### src/rtl/lsu_pkg.sv
// Shared definitions for the rv32i load/store unit: funct3 encodings,
// opcodes and the transaction FSM state type.
package lsu_pkg;

  localparam logic [2:0] F3_B  = 3'b000;
  localparam logic [2:0] F3_H  = 3'b001;
  localparam logic [2:0] F3_W  = 3'b010;
  localparam logic [2:0] F3_BU = 3'b100;
  localparam logic [2:0] F3_HU = 3'b101;

  localparam logic [6:0] OP_LOAD  = 7'b0000011;
  localparam logic [6:0] OP_STORE = 7'b0100011;

  typedef enum logic [1:0] {
    IDLE,
    REQ,
    RESP
  } lsu_state_e;

endpackage

### src/rtl/lsu_load_align.sv
// Combinational load extraction: selects the addressed byte/halfword from the
// fetched word and sign- or zero-extends it according to funct3.
module lsu_load_align
  import lsu_pkg::*;
(
  input  logic [31:0] mem_rdata,
  input  logic [1:0]  offset,
  input  logic [2:0]  funct3,
  output logic [31:0] result
);

  logic [7:0]  byte_sel;
  logic [15:0] half_sel;

  always_comb begin
    case (offset)
      2'd0:    byte_sel = mem_rdata[7:0];
      2'd1:    byte_sel = mem_rdata[15:8];
      2'd2:    byte_sel = mem_rdata[23:16];
      default: byte_sel = mem_rdata[31:24];
    endcase
    half_sel = offset[1] ? mem_rdata[31:16] : mem_rdata[15:0];

    case (funct3)
      F3_B:    result = {{24{byte_sel[7]}}, byte_sel};
      F3_H:    result = {{16{half_sel[15]}}, half_sel};
      F3_BU:   result = {24'h0, byte_sel};
      F3_HU:   result = {16'h0, half_sel};
      default: result = mem_rdata;
    endcase
  end

endmodule

### src/rtl/load_store_unit.sv
// Multi-cycle data-memory engine: one req/ack bus transaction per access.
// Define LSU_TIMEOUT_EN to abort unanswered requests after TIMEOUT cycles.
module load_store_unit
  import lsu_pkg::*;
#(
  parameter int unsigned TIMEOUT = 15
) (
  input  logic        clk,
  input  logic        rst_n,
  input  logic        start,
  input  logic        is_store,
  input  logic [2:0]  funct3,
  input  logic [31:0] addr,
  input  logic [31:0] wdata,
  output logic        busy,
  output logic        done,
  output logic [31:0] rdata,
  output logic        misalign_err,
  output logic        bus_err,
  output logic        mem_req,
  output logic        mem_we,
  output logic [31:0] mem_addr,
  output logic [3:0]  mem_be,
  output logic [31:0] mem_wdata,
  input  logic        mem_ack,
  input  logic [31:0] mem_rdata
);

  lsu_state_e  state_q, state_d;
  logic [31:0] addr_q, addr_d;
  logic [31:0] wdata_q, wdata_d;
  logic [31:0] rdata_q, rdata_d;
  logic [3:0]  be_q, be_d;
  logic        we_q, we_d;
  logic [2:0]  f3_q, f3_d;
  logic [1:0]  off_q, off_d;
  logic        mis_q, mis_d;

  logic        legal, misaligned;
  logic [3:0]  be_calc;
  logic [31:0] wdata_calc;
  logic [31:0] load_result;

`ifdef LSU_TIMEOUT_EN
  localparam int CW = $clog2(TIMEOUT + 1);
  localparam logic [CW-1:0] CNT_LAST = CW'(TIMEOUT - 1);
  logic [CW-1:0] cnt_q, cnt_d;
  logic          berr_q, berr_d;
`endif

  lsu_load_align u_load_align (
    .mem_rdata (mem_rdata),
    .offset    (off_q),
    .funct3    (f3_q),
    .result    (load_result)
  );

  always_comb begin
    if (is_store) legal = (funct3 == F3_B) || (funct3 == F3_H) || (funct3 == F3_W);
    else          legal = funct3 inside {F3_B, F3_H, F3_W, F3_BU, F3_HU};
    // funct3[1:0]==01 covers both H and HU
    misaligned = ((funct3[1:0] == 2'b01) && addr[0]) ||
                 ((funct3 == F3_W) && (addr[1:0] != 2'b00));

    be_calc    = 4'b1111;
    wdata_calc = 32'h0;
    if (is_store) begin
      case (funct3)
        F3_B: begin
          be_calc    = 4'b0001 << addr[1:0];
          wdata_calc = {4{wdata[7:0]}};
        end
        F3_H: begin
          be_calc    = addr[1] ? 4'b1100 : 4'b0011;
          wdata_calc = {2{wdata[15:0]}};
        end
        default: wdata_calc = wdata;
      endcase
    end
  end

  always_comb begin
    state_d = state_q;
    addr_d  = addr_q;
    wdata_d = wdata_q;
    rdata_d = rdata_q;
    be_d    = be_q;
    we_d    = we_q;
    f3_d    = f3_q;
    off_d   = off_q;
    mis_d   = mis_q;
`ifdef LSU_TIMEOUT_EN
    cnt_d   = cnt_q;
    berr_d  = berr_q;
`endif
    case (state_q)
      IDLE: begin
        if (start) begin
`ifdef LSU_TIMEOUT_EN
          berr_d = 1'b0;
          cnt_d  = '0;
`endif
          if (!legal || misaligned) begin
            mis_d   = 1'b1;
            state_d = RESP;
          end else begin
            mis_d   = 1'b0;
            addr_d  = {addr[31:2], 2'b00};
            be_d    = be_calc;
            wdata_d = wdata_calc;
            we_d    = is_store;
            f3_d    = funct3;
            off_d   = addr[1:0];
            state_d = REQ;
          end
        end
      end
      REQ: begin
        // an ack in the timeout cycle still completes normally
        if (mem_ack) begin
          if (!we_q) rdata_d = load_result;
          state_d = RESP;
        end
`ifdef LSU_TIMEOUT_EN
        else if (cnt_q == CNT_LAST) begin
          berr_d  = 1'b1;
          state_d = RESP;
        end else begin
          cnt_d = cnt_q + 1'b1;
        end
`endif
      end
      default: state_d = IDLE;
    endcase
  end

  always_ff @(posedge clk or negedge rst_n) begin
    if (!rst_n) begin
      state_q <= IDLE;
      addr_q  <= '0;
      wdata_q <= '0;
      rdata_q <= '0;
      be_q    <= '0;
      we_q    <= 1'b0;
      f3_q    <= '0;
      off_q   <= '0;
      mis_q   <= 1'b0;
`ifdef LSU_TIMEOUT_EN
      cnt_q   <= '0;
      berr_q  <= 1'b0;
`endif
    end else begin
      state_q <= state_d;
      addr_q  <= addr_d;
      wdata_q <= wdata_d;
      rdata_q <= rdata_d;
      be_q    <= be_d;
      we_q    <= we_d;
      f3_q    <= f3_d;
      off_q   <= off_d;
      mis_q   <= mis_d;
`ifdef LSU_TIMEOUT_EN
      cnt_q   <= cnt_d;
      berr_q  <= berr_d;
`endif
    end
  end

  assign busy         = (state_q != IDLE);
  assign done         = (state_q == RESP);
  assign mem_req      = (state_q == REQ);
  assign mem_we       = mem_req & we_q;
  assign mem_addr     = addr_q;
  assign mem_be       = be_q;
  assign mem_wdata    = wdata_q;
  assign rdata        = rdata_q;
  assign misalign_err = done & mis_q;
`ifdef LSU_TIMEOUT_EN
  assign bus_err      = done & berr_q;
`else
  assign bus_err      = 1'b0;
`endif

endmodule

### config.mk
export PLATFORM = sky130hd
export DESIGN_NAME = load_store_unit
export DESIGN_NICKNAME = d
export VERILOG_FILES = /design/src/rtl/lsu_pkg.sv /design/src/rtl/lsu_load_align.sv /design/src/rtl/load_store_unit.sv
export SDC_FILE = /design/constraint.sdc
export NUM_CORES = 1
export LEC_CHECK = 0
export CORE_UTILIZATION = 44
export CTS_CLUSTER_SIZE = 16
export DETAILED_ROUTE_END_ITERATION = 16
export PLACE_DENSITY = 0.88
export SYNTH_ARGS = -nofsm -noshare
export SYNTH_HDL_FRONTEND = slang
export SYNTH_SLANG_ARGS = --single-unit
### constraint.sdc
create_clock -name clk -period 2.1 [get_ports clk]
set_input_delay 0.21 -clock clk [delete_from_list [all_inputs] [get_ports clk]]
set_output_delay 0.21 -clock clk [all_outputs]
set_load 0.1 [all_outputs]
==> flow_metrics.env, run 1 <==
export IMPL_status="finished clean"
export IMPL_r2r_slack_ns=0.45
export IMPL_nets=796
export IMPL_grt_pass1_vias=4299
export IMPL_layout_commonest_cell="buf_4"
export IMPL_coreArea_mm2=0.0114
export IMPL_ys_seq_area_share_pct=51.9
export IMPL_dieArea_mm2=0.0122
export IMPL_path_class="register to register"
export IMPL_relSlewSlack_pct=60.6
export IMPL_place_congestion=0.812
export IMPL_placed_cells=823
export IMPL_critPathMaxStageDelay_ns=0.45
export IMPL_num_rows=39
export IMPL_layout_common_cells="buf_4, dfrtp_1, clkdlybuf4s50_1"
export IMPL_ys_types=42
export IMPL_arrival_ns=1.85
export IMPL_hp_class="primary input to async pin"
export IMPL_drt_initial_drc_count=323
export IMPL_clk_path_buf_depth=2
export IMPL_fp_dieW_um=110
export IMPL_wl_per_cell_um=16.7
export IMPL_start_kind="register"
export IMPL_post_dp_hpwl_um=10500
export IMPL_tritoncts="yes"
export IMPL_period_share_pct=78.5
export IMPL_drv_cap=0
export IMPL_syn2layout_area_growth_pct=45.1
export IMPL_cts_root_buf="clkbuf_16"
export IMPL_num_vias=4460
export IMPL_grt_max_degree=64
export IMPL_drv_slew=0
export IMPL_firstDrtPassIters=5
export IMPL_fmax_mhz=606
export IMPL_fin_skew_ns=0.00754
export IMPL_syn_avg_cell_area_um2=10.5
export IMPL_grt_antenna_before_repair=0
export IMPL_insertion_delay_ns=0.34
export IMPL_totalWireLength_um=14000
export IMPL_drc=0
export IMPL_rsz0062_at_grt="no"
export IMPL_synth_seq_cells=107
export IMPL_clkSlewWorstSetupHoldPaths_ns=0.07
export IMPL_pre_cts_slack_ns=0.111
export IMPL_avgViaCountPerCell=5.31
export IMPL_grt_pass1_wl_um=21600
export IMPL_syn_inst=491
export IMPL_portBuffers=206
export IMPL_htree_levels=3
export IMPL_synth_warnings=0
export IMPL_crit_chain="a211oi_1, nor4_2, o211ai_2, buf_12, nand3_1"
export IMPL_cp_required_ns=2.31
export IMPL_period_needed_ns=1.65
export IMPL_netlist_area_mm2=0.00516
export IMPL_antenna_left=0
export IMPL_critPathTopFamily="compound AO/OA/AOI/OAI gates"
export IMPL_antenna_cells=0
export IMPL_cp_slowest_cell="dfrtp_1"
export IMPL_clock_sinks=107
export IMPL_dieHeight_um=110
export IMPL_layout_setup_ws_ns=0.451
export IMPL_finalHoldViolCount=0
export IMPL_numCtsBuffers=9
export IMPL_fillCellCount=909
export IMPL_worstPathMaxFanout=13
export IMPL_fin_tns_setup_ns=0
export IMPL_fin_cells=840
export IMPL_num_io_pins=210
export IMPL_overflow=0
export IMPL_layout_drive_gt1_share_pct=27.5
export IMPL_start_util_pct=45.2
export IMPL_grt_usage_pct=23.1
export IMPL_setup_violations=0
export IMPL_critPathBufInv=1
export IMPL_crit_path_end_kind="register"
export IMPL_tightest_slew_ns=0.592
## sequential cells by signal, indices dropped and copies added (netlist names)
register / flops
off_q: 2
state_q: 2
mem_wdata: 32
mem_be: 4
we_q: 1
mem_addr: 30
f3_q: 3
mis_q: 1
rdata: 32
## cell families after synthesis
logic type / synth area share (%)
AOI/OAI and AO/OA: 10.9
and+or+nand+nor: 16.4
other: 0.0727
muxes: 16.4
DFF: 51.9
buffers and inverters: 4.29
## per-layer routing
| metal | vias to the layer above | wire, um | track usage [%] |
|---|---|---|---|
| met4 | 0 | 169 | 7.14 |
| met2 | 163 | 7140 | 39.0 |
| met3 | 16 | 923 | 4.47 |
| met5 | - | 0 | 0 |
| met1 | 2189 | 5820 | 30.0 |
| li1 | 2092 | - | - |
## timing repair
item	in CTS	in global routing
hold buffers	1	0
endpoints found under the hold margin	44	0
setup buffers	0	0
resized for setup	0	0
## synthesized netlist by cell type, drive strengths merged
library cell	instances	area, um2
a222oi	1	10.0
mux2	57	773
clkbuf	16	60.1
o31ai	16	120
or2	2	12.5
and2	3	18.8
mux2i	7	70.1
a21o	1	7.51
a22oi	1	7.51
nor2	27	101
conb	1	3.75
a21boi	1	7.51
and4bb	1	12.5
a22o	1	8.76
o21ai	51	255
o211ai	1	12.5
dfrtp	107	2680
nand4bb	1	11.3
or3	2	12.5
buf	22	150
nor4	2	18.8
a21oi	13	65.1
nand3b	6	45.0
nor2b	10	62.6
a211oi	1	7.51
a31oi	6	37.5
a221oi	1	15.0
inv	3	11.3
nand2	87	327
nor3b	3	22.5
nand2b	7	43.8
a211o	1	8.76
nand3	32	160
## metrics by stage
stage | cell area (um2) | hold WS [ns] | util, %
after floorplan | 5170 | -0.0856 | -
after global placement | 7170 | 0.238 | 62.8
after detailed placement | 7170 | 0.247 | 62.8
after CTS | 7490 | 0.430 | 65.6
after global routing | 7490 | 0.477 | 65.6
final | 7490 | 0.414 | 65.6
## worst reg2reg max path, delay by kind of cell (launching register included)
kind	cells	cell delay, ns
DFF	1	0.45
AOI/OAI and AO/OA	2	0.66
and+or+nand+nor	2	0.21
buffers and inverters	1	0.19
## worst paths after layout
path,from,to,depth (start not counted)
worst max-delay path,off_q[0],rdata[31],5
max in group asynchronous,rst_n,mem_wdata[24],3
worst min register to register,mem_wdata[11],mem_wdata[11],2
min in group clk,mem_wdata[11],mem_wdata[11],2
worst min-delay path,rst_n,rdata[19],2
worst max register to register,off_q[0],rdata[31],5
## final cells by class
cell class	instances	area (um2)	area share, %
flip-flops and latches	107	2680	35.8
multi-input cells	345	2280	30.5
repair buffers	226	2030	27.1
clock buffers	13	260	3.48
well taps	143	179	2.39
clock inverters	3	46.3	0.618
inverters	3	11.3	0.150
Power of run 1 is not shown: default switching activity piles up to over one toggle a cycle in this logic, so the estimate is an artifact.
==> inputs of run 2 (changes only) <==
- CORE_UTILIZATION: 44 -> 39
- PLACE_DENSITY: 0.88 -> 0.83
- clock period: 2.1 -> 1.45 ns (I/O delays scaled with it)
==> run 2 against run 1 <==
Effect of this change:
- the flow now finishes with violations (negative setup slack)
- critical path depth did not move
- final area rose by 28%
- sequential share of layout area down 7.8 points
- utilization up 9.5 points
- count of clock-buffer cells in the layout down 2
- largest cell class is now non-clock buffers
- highest routed layer unchanged
==> flow_metrics.env, run 2 (same netlist as run 1, synthesis figures left out) <==
export IMPL_total_power_mw=23.5
export IMPL_num_vias=4854
export IMPL_grt_antenna_before_repair=0
export IMPL_placed_cells=878
export IMPL_status="complete, but fails checks"
export IMPL_layout_drive_gt1_share_pct=39.7
export IMPL_layout_commonest_cell="buf_12"
export IMPL_start_util_pct=40.4
export IMPL_wl_per_cell_um=19.8
export IMPL_clkSlewWorstSetupHoldPaths_ns=0.07
export IMPL_hold_depth=3
export IMPL_violations="negative setup slack"
export IMPL_clock_sinks=107
export IMPL_grt_pass1_wl_um=25100
export IMPL_grt_max_degree=42
export IMPL_crit_chain="buf_6, nand2b_4, clkinvlp_4, and2_4, buf_12"
export IMPL_drv_cap=0
export IMPL_antenna_cells=0
export IMPL_path_class="register to output port"
export IMPL_finalHoldViolCount=0
export IMPL_totalWireLength_um=18000
export IMPL_period_needed_ns=1.58
export IMPL_worstPathMaxFanout=4
export IMPL_peakVddDrop_mv=1.23
export IMPL_rsz0062_at_grt="yes"
export IMPL_cp_slowest_cell="dfrtp_1"
export IMPL_cp_required_ns=1.31
export IMPL_grt_pass1_vias=4862
export IMPL_drt_initial_drc_count=308
export IMPL_leakage_nw=4.38
export IMPL_post_dp_hpwl_um=12300
export IMPL_portBuffers=206
export IMPL_rr_worst_depth=6
export IMPL_drv_slew=0
export IMPL_period_share_pct=109
export IMPL_clk_path_buf_depth=2
export IMPL_insertion_delay_ns=0.35
export IMPL_layout_setup_ws_ns=-0.127
export IMPL_arrival_ns=1.43
export IMPL_hp_class="primary input to register"
export IMPL_drc=0
export IMPL_overflow=0
export IMPL_num_io_pins=210
export IMPL_setup_violations=87
export IMPL_grt_usage_pct=24.5
export IMPL_fin_skew_ns=0.00925
export IMPL_coreArea_mm2=0.0128
export IMPL_fin_tns_setup_ns=-5.42
export IMPL_nets=837
export IMPL_htree_levels=3
export IMPL_cts_root_buf="clkbuf_16"
export IMPL_dieHeight_um=117
export IMPL_tritoncts="yes"
export IMPL_syn2layout_area_growth_pct=85.8
export IMPL_num_rows=41
export IMPL_crit_path_end_kind="output port"
export IMPL_firstDrtPassIters=6
export IMPL_fin_cells=910
export IMPL_fmax_mhz=634
export IMPL_start_kind="register"
export IMPL_layout_common_cells="buf_12, dfrtp_1, clkdlybuf4s50_1"
export IMPL_fp_dieW_um=117
export IMPL_critPathMaxStageDelay_ns=0.42
export IMPL_dieArea_mm2=0.0137
export IMPL_avgViaCountPerCell=5.33
export IMPL_p_per_area_mw_per_mm2=2460
export IMPL_place_congestion=0.840
export IMPL_antenna_left=0
export IMPL_numCtsBuffers=9
==> run 2: cell types whose count changed in the layout (fill, tap and decap cells not counted), sizes merged <==
| cell | before | now |
|---|---|---|
| bufinv | 1 | 0 |
| clkdlybuf4s50 | 102 | 99 |
| buf | 123 | 161 |
| clkinvlp | 1 | 4 |
| clkbuf | 13 | 14 |
| dlymetal6s2s | 0 | 3 |
==> run 2: layout make-up <==
type / instances / area [um2]
repair buffers: 267 / 3790
inverters: 3 / 17.5
clock inverters: 5 / 38.8
clock buffers: 11 / 233
multi-input cells: 345 / 2610
flip-flops and latches: 107 / 2680
fillers: 774 / 3190
well taps: 172 / 215
==> run 2: critical path: cells and delay by family (launching register included) <==
family	cells	cell delay [ns]
buffers and inverters	3	0.38
and+or+nand+nor	2	0.29
DFF	1	0.42
==> run 2: timing repair <==
action / in CTS / in global routing
gates cloned: 0 / 4
pin swaps: 4 / 10
hold buffers: 1 / 0
endpoints found under the setup margin: 103 / 108
resized for setup: 13 / 77
buffers inserted: 7 / 6
hold endpoints to repair: 25 / 0
==> run 2: through the flow <==
stage          hold WS [ns]  util, %  cell area, um2  setup slack (ns)
2_1_floorplan        -0.151        -            5200            -0.105
3_3_place_gp          0.111     68.7            8780            -0.400
3_5_place_dp          0.120     68.7            8780            -0.438
4_1_cts               0.289     71.8            9170            -0.122
5_1_grt               0.299     75.0            9580            -0.199
6_report              0.288     75.0            9580            -0.127
==> run 2: final timing paths <==
path	start	endpoint	slack [ns]
worst max-delay path	state_q[1]	mem_we	-0.13
worst min-delay path	addr[0]	off_q[0]	0.29
min in group asynchronous	rst_n	rdata[6]	0.30
max in group asynchronous	rst_n	rdata[22]	0.61
worst min register to register	mem_wdata[13]	mem_wdata[13]	0.54
worst max register to register	off_q[1]	rdata[29]	-0.11
==> run 2: metal layers <==
metal / GRT usage, % / routed length (um) / up-vias
met3: 5.66 / 1330 / 54
met2: 42.5 / 9490 / 240
met1: 28.6 / 6600 / 2374
met4: 11.6 / 580 / 0
met5: 0 / 0 / -
li1: - / - / 2186
==> run 2: report_power, final <==
group | switching, mW | internal, mW
combinational | 9.89 | 5.90
clock | 1.16 | 1.18
sequential | 1.34 | 4.07
total | 12.4 | 11.1
Power figures use the tool's default switching activity.
